--- src/rtl/obi_rr_arbiter_pkg.sv ---
// Shared types and sizing helpers for the two-port OBI round-robin arbiter
// and its in-order owner-ID FIFO.
package obi_rr_arbiter_pkg;

  typedef logic port_id_t;

  typedef enum logic {
    ARB_IDLE,
    ARB_LOCKED
  } arb_state_e;

  // Count must represent 0..MAX inclusive, hence the extra bit.
  function automatic int cnt_width(input int max_outstanding);
    return $clog2(max_outstanding) + 1;
  endfunction

endpackage

--- src/rtl/obi_id_fifo.sv ---
// In-order FIFO of requester IDs: one entry per accepted transaction, popped
// as responses return so each response is steered to its owner.
module obi_id_fifo
  import obi_rr_arbiter_pkg::*;
#(
  parameter int DEPTH = 4,
  parameter int CNT_W = cnt_width(DEPTH)
) (
  input  logic             clk_i,
  input  logic             rst_i,
  input  logic             push_i,
  input  logic             pop_i,
  input  port_id_t         id_i,
  output port_id_t         id_o,
  output logic             empty_o,
  output logic             full_o,
  output logic [CNT_W-1:0] count_o
);

  localparam int PTR_W = (DEPTH > 1) ? $clog2(DEPTH) : 1;

  port_id_t         mem_q [DEPTH];
  logic [PTR_W-1:0] wr_ptr_q, wr_ptr_d;
  logic [PTR_W-1:0] rd_ptr_q, rd_ptr_d;
  logic [CNT_W-1:0] count_q, count_d;
  logic             do_push, do_pop;

  function automatic logic [PTR_W-1:0] ptr_inc(input logic [PTR_W-1:0] p);
    return (p == PTR_W'(DEPTH - 1)) ? '0 : p + PTR_W'(1);
  endfunction

  assign empty_o = (count_q == '0);
  assign full_o  = (count_q == CNT_W'(DEPTH));
  assign count_o = count_q;
  assign id_o    = mem_q[rd_ptr_q];

  assign do_push = push_i && !full_o;
  assign do_pop  = pop_i && !empty_o;

  always_comb begin
    wr_ptr_d = do_push ? ptr_inc(wr_ptr_q) : wr_ptr_q;
    rd_ptr_d = do_pop ? ptr_inc(rd_ptr_q) : rd_ptr_q;
    count_d  = count_q;
    if (do_push && !do_pop) begin
      count_d = count_q + CNT_W'(1);
    end else if (do_pop && !do_push) begin
      count_d = count_q - CNT_W'(1);
    end
  end

  always_ff @(posedge clk_i) begin
    if (rst_i) begin
      wr_ptr_q <= '0;
      rd_ptr_q <= '0;
      count_q  <= '0;
    end else begin
      wr_ptr_q <= wr_ptr_d;
      rd_ptr_q <= rd_ptr_d;
      count_q  <= count_d;
    end
  end

  always_ff @(posedge clk_i) begin
    if (do_push) begin
      mem_q[wr_ptr_q] <= id_i;
    end
  end

endmodule

--- src/rtl/obi_rr_arbiter.sv ---
// Two-to-one OBI arbiter (port 0 = fetch, port 1 = LSU) with round-robin
// priority, stall locking and in-order response routing.
module obi_rr_arbiter
  import obi_rr_arbiter_pkg::*;
#(
  parameter int ADDR_WIDTH      = 32,
  parameter int DATA_WIDTH      = 32,
  parameter int MAX_OUTSTANDING = 4
) (
  input  logic                    clk_i,
  input  logic                    rst_i,
  input  logic                    m0_req_i,
  output logic                    m0_gnt_o,
  output logic                    m0_rvalid_o,
  input  logic                    m0_we_i,
  input  logic [DATA_WIDTH/8-1:0] m0_be_i,
  input  logic [ADDR_WIDTH-1:0]   m0_addr_i,
  input  logic [DATA_WIDTH-1:0]   m0_wdata_i,
  output logic [DATA_WIDTH-1:0]   m0_rdata_o,
  input  logic                    m1_req_i,
  output logic                    m1_gnt_o,
  output logic                    m1_rvalid_o,
  input  logic                    m1_we_i,
  input  logic [DATA_WIDTH/8-1:0] m1_be_i,
  input  logic [ADDR_WIDTH-1:0]   m1_addr_i,
  input  logic [DATA_WIDTH-1:0]   m1_wdata_i,
  output logic [DATA_WIDTH-1:0]   m1_rdata_o,
  output logic                    s_req_o,
  input  logic                    s_gnt_i,
  input  logic                    s_rvalid_i,
  output logic                    s_we_o,
  output logic [DATA_WIDTH/8-1:0] s_be_o,
  output logic [ADDR_WIDTH-1:0]   s_addr_o,
  output logic [DATA_WIDTH-1:0]   s_wdata_o,
  input  logic [DATA_WIDTH-1:0]   s_rdata_i,
  output logic                    resp_err_o
);

  localparam int CNT_W = cnt_width(MAX_OUTSTANDING);

  arb_state_e       state_q, state_d;
  port_id_t         prio_q, prio_d;
  port_id_t         lock_port_q, lock_port_d;
  logic             resp_err_q, resp_err_d;
  port_id_t         sel;
  port_id_t         head_id;
  logic             sel_req, grant, push, pop;
  logic             fifo_empty, fifo_full;
  logic [CNT_W-1:0] outstanding;

  // A stalled request keeps its port; otherwise a lone requester wins and a
  // tie goes to the priority pointer.
  always_comb begin
    if (state_q == ARB_LOCKED) begin
      sel = lock_port_q;
    end else if (m0_req_i != m1_req_i) begin
      sel = m1_req_i;
    end else begin
      sel = prio_q;
    end
  end

  assign sel_req   = sel ? m1_req_i : m0_req_i;
  assign s_req_o   = !rst_i && sel_req && (outstanding < CNT_W'(MAX_OUTSTANDING));
  assign s_we_o    = sel ? m1_we_i : m0_we_i;
  assign s_be_o    = sel ? m1_be_i : m0_be_i;
  assign s_addr_o  = sel ? m1_addr_i : m0_addr_i;
  assign s_wdata_o = sel ? m1_wdata_i : m0_wdata_i;

  assign grant    = s_req_o && s_gnt_i;
  assign m0_gnt_o = grant && (sel == 1'b0);
  assign m1_gnt_o = grant && (sel == 1'b1);

  assign push = grant && !fifo_full;
  assign pop  = !rst_i && s_rvalid_i && !fifo_empty;

  assign m0_rvalid_o = pop && (head_id == 1'b0);
  assign m1_rvalid_o = pop && (head_id == 1'b1);
  assign m0_rdata_o  = s_rdata_i;
  assign m1_rdata_o  = s_rdata_i;
  assign resp_err_o  = resp_err_q;

  always_comb begin
    state_d     = state_q;
    prio_d      = prio_q;
    lock_port_d = lock_port_q;
    if (grant) begin
      state_d = ARB_IDLE;
      prio_d  = ~sel;
    end else if (s_req_o) begin
      state_d     = ARB_LOCKED;
      lock_port_d = sel;
    end
    resp_err_d = resp_err_q || (s_rvalid_i && fifo_empty);
  end

  always_ff @(posedge clk_i) begin
    if (rst_i) begin
      state_q     <= ARB_IDLE;
      prio_q      <= 1'b0;
      lock_port_q <= 1'b0;
      resp_err_q  <= 1'b0;
    end else begin
      state_q     <= state_d;
      prio_q      <= prio_d;
      lock_port_q <= lock_port_d;
      resp_err_q  <= resp_err_d;
    end
  end

  obi_id_fifo #(
    .DEPTH (MAX_OUTSTANDING),
    .CNT_W (CNT_W)
  ) u_id_fifo (
    .clk_i   (clk_i),
    .rst_i   (rst_i),
    .push_i  (push),
    .pop_i   (pop),
    .id_i    (sel),
    .id_o    (head_id),
    .empty_o (fifo_empty),
    .full_o  (fifo_full),
    .count_o (outstanding)
  );

endmodule

--- config.mk ---
export PLATFORM = sky130hd
export DESIGN_NAME = obi_rr_arbiter
export DESIGN_NICKNAME = d
export VERILOG_FILES = /design/src/rtl/obi_rr_arbiter_pkg.sv /design/src/rtl/obi_id_fifo.sv /design/src/rtl/obi_rr_arbiter.sv
export SDC_FILE = /design/constraint.sdc
export NUM_CORES = 1
export LEC_CHECK = 0
export BUFFER_PORTS_ARGS = -buffer_cell sky130_fd_sc_hd__buf_2
export CAP_MARGIN = 25
export CORE_AREA = 2 2 121 123
export CTS_CLUSTER_SIZE = 30
export DETAILED_ROUTE_END_ITERATION = 8
export DIE_AREA = 0 0 123 125
export SYNTH_ARGS = -nofsm -noshare
export SYNTH_HDL_FRONTEND = slang
export SYNTH_SLANG_ARGS = --single-unit
--- constraint.sdc ---
create_clock -name clk_i -period 3.05 [get_ports clk_i]
set_clock_uncertainty 0.05 [all_clocks]
set_input_delay 0.305 -clock clk_i [delete_from_list [all_inputs] [get_ports clk_i]]
set_output_delay 0.305 -clock clk_i [all_outputs]
set_load 0.01 [all_outputs]
==> results of run 1 <==
[path summary, 6_finish.rpt]
check | startpoint | to | slack [ns] | cells after the start
hold reg to reg | resp_err_o$_SDFF_PP0_ | resp_err_o$_SDFF_PP0_ | 0.41 | 2
setup reg to reg | u_id_fifo.count_o[2]$_SDFFE_PP0P_ | u_id_fifo.count_o[2]$_SDFFE_PP0P_ | 0.51 | 8
hold / removal | s_rvalid_i | resp_err_o$_SDFF_PP0_ | 0.26 | 3
setup / recovery | u_id_fifo.count_o[2]$_SDFFE_PP0P_ | u_id_fifo.count_o[2]$_SDFFE_PP0P_ | 0.51 | 8
[per-layer routing]
metal	vias to the layer above	wire (um)	GRT usage [%]
met3	17	1000	2.37
met2	172	3320	13.9
li1	1022	-	-
met4	0	114	2.34
met5	-	0	0
met1	946	2730	9.74
[power groups by stage]
stage               sequential, mW  combinational [mW]  clock, mW
CTS                          0.313               0.701      0.272
finish                       0.312               0.694      0.265
global route                 0.320               0.757      0.282
detailed placement           0.318               0.696          0
floorplan                    0.308               0.531          0
global placement             0.317               0.691          0
[tightest hold or removal path: cells and delay by family]
kind,cells,cell delay [ns]
AO/OA/AOI/OAI,1,0.05
buffers and inverters,1,0.10
AND/OR/NAND/NOR,1,0.07
[layout by cell type (no fill, tap or decap), types with 2 or more instances in the layout]
cell         n
buf_2      218
nor3_1       3
edfxtp_1     4
mux2_1       7
nor2b_1      2
clkbuf_16    3
ha_1         6
inv_1        6
o21ai_0      3
nand2_1      4
o31ai_1      3
dfxtp_1     13
a21oi_1      5
nor2_1      12
xor2_1       2
mux2i_1      4
and2_2       4
buf_4        3
mux2_2      62
[area by class of cell]
| class | count | area (um^2) |
|---|---|---|
| Inverter | 6 | 22.5 |
| Tap cell | 184 | 230 |
| Fill cell | 1576 | 11100 |
| Clock inverter | 1 | 5.00 |
| Timing Repair Buffer | 222 | 1130 |
| Multi-Input combinational cell | 130 | 1240 |
| Clock buffer | 3 | 75.1 |
| Sequential cell | 17 | 380 |
[through the flow]
step | worst slack [ns] | instances
floorplan | 0.493 | 226
global placement | 0.419 | 559
detailed placement | 0.415 | 559
CTS | 0.504 | 563
global route | 0.368 | 563
finish | 0.511 | 563
[cells in the mapped netlist]
library cell and count:
or2_1 1, nand2_1 4, a211oi_1 1, inv_1 6
and3_1 1, dfxtp_1 13, mux2i_1 4, nor2_1 12
ha_1 6, buf_6 7, a21oi_1 5, mux2_2 62
buf_4 64, a211o_2 1, or2_2 1, or3b_4 1
and2_2 4, o31ai_1 3, xor2_1 2, edfxtp_1 4
o31ai_4 1, or3_2 1, buf_2 1, nor2b_1 2
fa_1 1, clkbuf_1 1, a211oi_4 1, nor3_1 3
mux4_2 1, o21ai_0 3, o31a_1 1, mux2_1 7
nor3b_1 1
[kinds of logic after synthesis]
family / share of synthesized area [%]
mux: 37.9
compound gates: 5.87
simple gates: 7.34
fa+ha+maj: 4.29
buf+inv: 26.7
xor+xnor: 0.791
flops: 17.2
==> results.txt, run 1 <==
sw frac: 35.4%
top cell type's share of synthesized area: 31.5%
placed instance area: 3010 um^2
Int Pwr: 0.822 mW
Flop pwr share: 24.6%
GRT Overall Usage: 8.12%
maxcap violations: 0
# hold bufs at CTS: 0
Final GP Congestion: 0.767
worst path bufs/invs: 1
CP Max Fanout: 8
Post-Synthesis Cells: 226
Routed Antenna Nets: 0
Slowest cell on crit path: or3b_4
CTS Buf Count: 3
largest stage delay on the critical path: 0.44 ns
gr ovfl total: 0
Pwr per Cell Area: 411 nW/um^2
fmax: 0.394 GHz
htree depth: 1
Core Area: 14,200 um^2
final count of negative-setup-slack endpoints: 0
RSZ-0062 raised after global routing: false
Post-Syn Area: 2220 um^2
design area: 3090 um^2
Arr. time, crit path: 2.67 ns
CTS tree: done
CP cell instances: or3b_4 > a211oi_4 > ha_1 > inv_1 > fa_1 > xor2_1 > or3_2 > a21oi_1
critical path type: flip-flop to flip-flop
Worst-Skew Late Latency: 0.25 ns
via/cell ratio: 3.83
full die area: 15,400 um^2
Syn Nets: 409
Final HPWL DP: 6.28 mm
I/O pins: 315
antenna violations before repair: 0
VDD IR max: 187 uV
sequential element share of the synthesized area: 17.2%
type of the most critical hold path: primary input to flip-flop
Clk pwr share: 20.8%
Layout Area Growth over Synthesis: 39.5%
Worst Hold Slack: 0.261 ns
Req. time, crit path: 3.18 ns
first-pass GRT wire length: 9.66 mm
Core Util, Final: 21.8%
aggregate routed wire length: 7.17 mm
Rel. slew slack: 76.3%
clock slew at reported path FFs: 0.05 ns
vias: 2,157
Max Buffers Root-to-Sink: 2
1st-iter DRT viols: 89
Total Neg Setup Slack: 0 ns
status: complete, no violations
number of remaining DRC errors: 0
Pins Over Slew Limit: 0
Yosys warnings: 0
Combinational Power Share: 54.6%
fin crit share: 83.2%
Synth Area per Inst: 9.80 um^2
layout net count: 563
minimum clock period: 2.54 ns
Post-CTS Setup Bufs: 0
#FFs+latches synth: 17
Pwr Total: 1.27 mW
delay-heaviest family, CP: simple AND/OR/NAND/NOR gates
net switching power figure: 0.449 mW
ANT cells: 0
largest net degree at the start of global routing: 51
# resized after CTS: 0
P_leak: 1.55 nW
fraction of layout cells with a size suffix above 1: 78.9%
router iterations before antenna repair: 4
Worst Tran Pin Value: 0.346 ns
final hold vios: 0
WL per Instance: 12.7 um
initial core utilization: 15.6%
Die Height: 125 um
port bufs: 218
Die X: 123 um
ranking of synthesized cells by area: mux2_2 (32%), buf_4 (22%), dfxtp_1 (12%)
CTS Root Cell: clkbuf_16
Cell Rows: 44
Netlist cell types: 33
cell taking the most area after synthesis: mux2_2
clock sinks: 17
CP startpoint kind: flip-flop
vias in the first global route: 1,965
critical path capture point type: flip-flop
Power figures use the tool's default switching activity.
==> run 2, diff against run 1 <==
==> constraint.sdc (replaced) <==
create_clock -name clk_i -period 2.65 [get_ports clk_i]
set_clock_uncertainty 0.05 [all_clocks]
set_input_delay 0.265 -clock clk_i [delete_from_list [all_inputs] [get_ports clk_i]]
set_output_delay 0.265 -clock clk_i [all_outputs]
set_load 0.01 [all_outputs]
==> run 2 against run 1 <==
Compared with the run above:
- critical path depth did not move
- register-to-register slack got worse by 0.31 ns
- final cell count rose by 0.36%
- sequential power rose by 13%
- hold slack got worse by 0.042 ns
- critical endpoint unchanged
- largest cell class unchanged
- largest power group unchanged
==> results.txt, run 2 (same netlist as run 1, synthesis figures left out) <==
router iterations before antenna repair: 4
CTS Root Cell: clkbuf_16
# hold bufs at CTS: 0
VDD IR max: 197 uV
gr ovfl total: 0
via/cell ratio: 3.86
fraction of layout cells with a size suffix above 1: 78.7%
maxcap violations: 0
Cell Rows: 44
vias: 2,180
Req. time, crit path: 2.78 ns
Final GP Congestion: 0.735
final count of negative-setup-slack endpoints: 0
Core Util, Final: 21.9%
Post-CTS Setup Bufs: 0
commonest non-fill, non-tap cell in the layout: buf_2
Die X: 123 um
minimum clock period: 2.44 ns
fin worst setup slack: 0.206 ns
initial core utilization: 15.6%
layout net count: 565
full die area: 15,400 um^2
port bufs: 218
critical path type: flip-flop to flip-flop
Worst R2R Setup Slack: 0.21 ns
vias in the first global route: 2,035
Pwr Total: 1.47 mW
clock slew at reported path FFs: 0.05 ns
final hold vios: 0
I/O pins: 315
RSZ-0062 raised after global routing: false
number of remaining DRC errors: 0
largest net degree at the start of global routing: 51
status: complete, no violations
# resized after CTS: 0
P_leak: 1.56 nW
CTS tree: done
Max Buffers Root-to-Sink: 2
1st-iter DRT viols: 132
Final HPWL DP: 6.29 mm
ANT cells: 0
fin crit share: 92.2%
type of the most critical hold path: primary input to flip-flop
Arr. time, crit path: 2.57 ns
Pwr per Cell Area: 474 nW/um^2
fmax: 0.409 GHz
Core Area: 14,200 um^2
CTS Buf Count: 3
first-pass GRT wire length: 9.78 mm
Routed Antenna Nets: 0
Die Height: 125 um
CP Max Fanout: 2
aggregate routed wire length: 7.24 mm
placed cells: 561
antenna violations before repair: 0
Total Neg Setup Slack: 0 ns
WL per Instance: 12.8 um
Rel. slew slack: 75.3%
Pins Over Slew Limit: 0
critical path capture point type: flip-flop
htree depth: 1
fillers: 1,578
Finished Layout Cells: 565
commonest cells after routing, fill and taps aside: buf_2 (218), mux2_2 (62), dfxtp_1 (13)
GRT Overall Usage: 8.16%
Worst-Skew Late Latency: 0.25 ns
Worst Tran Pin Value: 0.361 ns
Place WS: 0.154 ns
clock sinks: 17
CP startpoint kind: flip-flop
Layout Area Growth over Synthesis: 40.1%
## run 2: cell types whose count changed in the layout (fill, tap and decap cells not counted), sizes merged
cell    change
clkbuf      +1
clkinv      -1
buf         +2
## run 2: cell type report
type                    instances  area, um^2  area share [%]
inverters                       6        22.5           0.725
flip-flops and latches         17         380            12.2
multi-input cells             130        1240            40.1
repair buffers                224        1150            37.0
clock buffers                   4        78.8            2.54
well taps                     184         230            7.41
## run 2: worst max-delay path: stages (launching register included)
cell	delay, ns
dfxtp_1	0.31
or3b_4	0.41
a211oi_4	0.24
ha_1	0.22
inv_1	0.06
fa_1	0.37
xor2_1	0.18
or3_2	0.40
a21oi_1	0.15
## run 2: power breakdown
group	leakage (nW)	total (mW)	switching [mW]	internal, mW
clock	0.0382	0.304	0.0999	0.204
combinational	1.38	0.815	0.380	0.436
sequential	0.143	0.354	0.0398	0.314
## run 2: worst paths after layout
check        depth (start not counted)                              start                                end
max reg2reg                          8  u_id_fifo.count_o[2]$_SDFFE_PP0P_  u_id_fifo.count_o[2]$_SDFFE_PP0P_
min                                  3                         s_rvalid_i              resp_err_o$_SDFF_PP0_
max                                  8  u_id_fifo.count_o[2]$_SDFFE_PP0P_  u_id_fifo.count_o[2]$_SDFFE_PP0P_
min reg2reg                          2              resp_err_o$_SDFF_PP0_              resp_err_o$_SDFF_PP0_
## run 2: layer usage
metal / routed length, um / share of wire, % / track usage, %
met3: 1090 / 15 / 1.82
met1: 2680 / 37 / 10.2
met5: 0 / 0 / 0
met2: 3370 / 47 / 14.1
met4: 101 / 1.4 / 1.94
## run 2: per-stage QoR
step / area [um^2] / hold slack, ns
2_1_floorplan: 2220 / 0.351
3_3_place_gp: 3030 / 0.394
3_5_place_dp: 3030 / 0.413
4_1_cts: 3110 / 0.225
5_1_grt: 3110 / 0.262
6_report: 3110 / 0.220
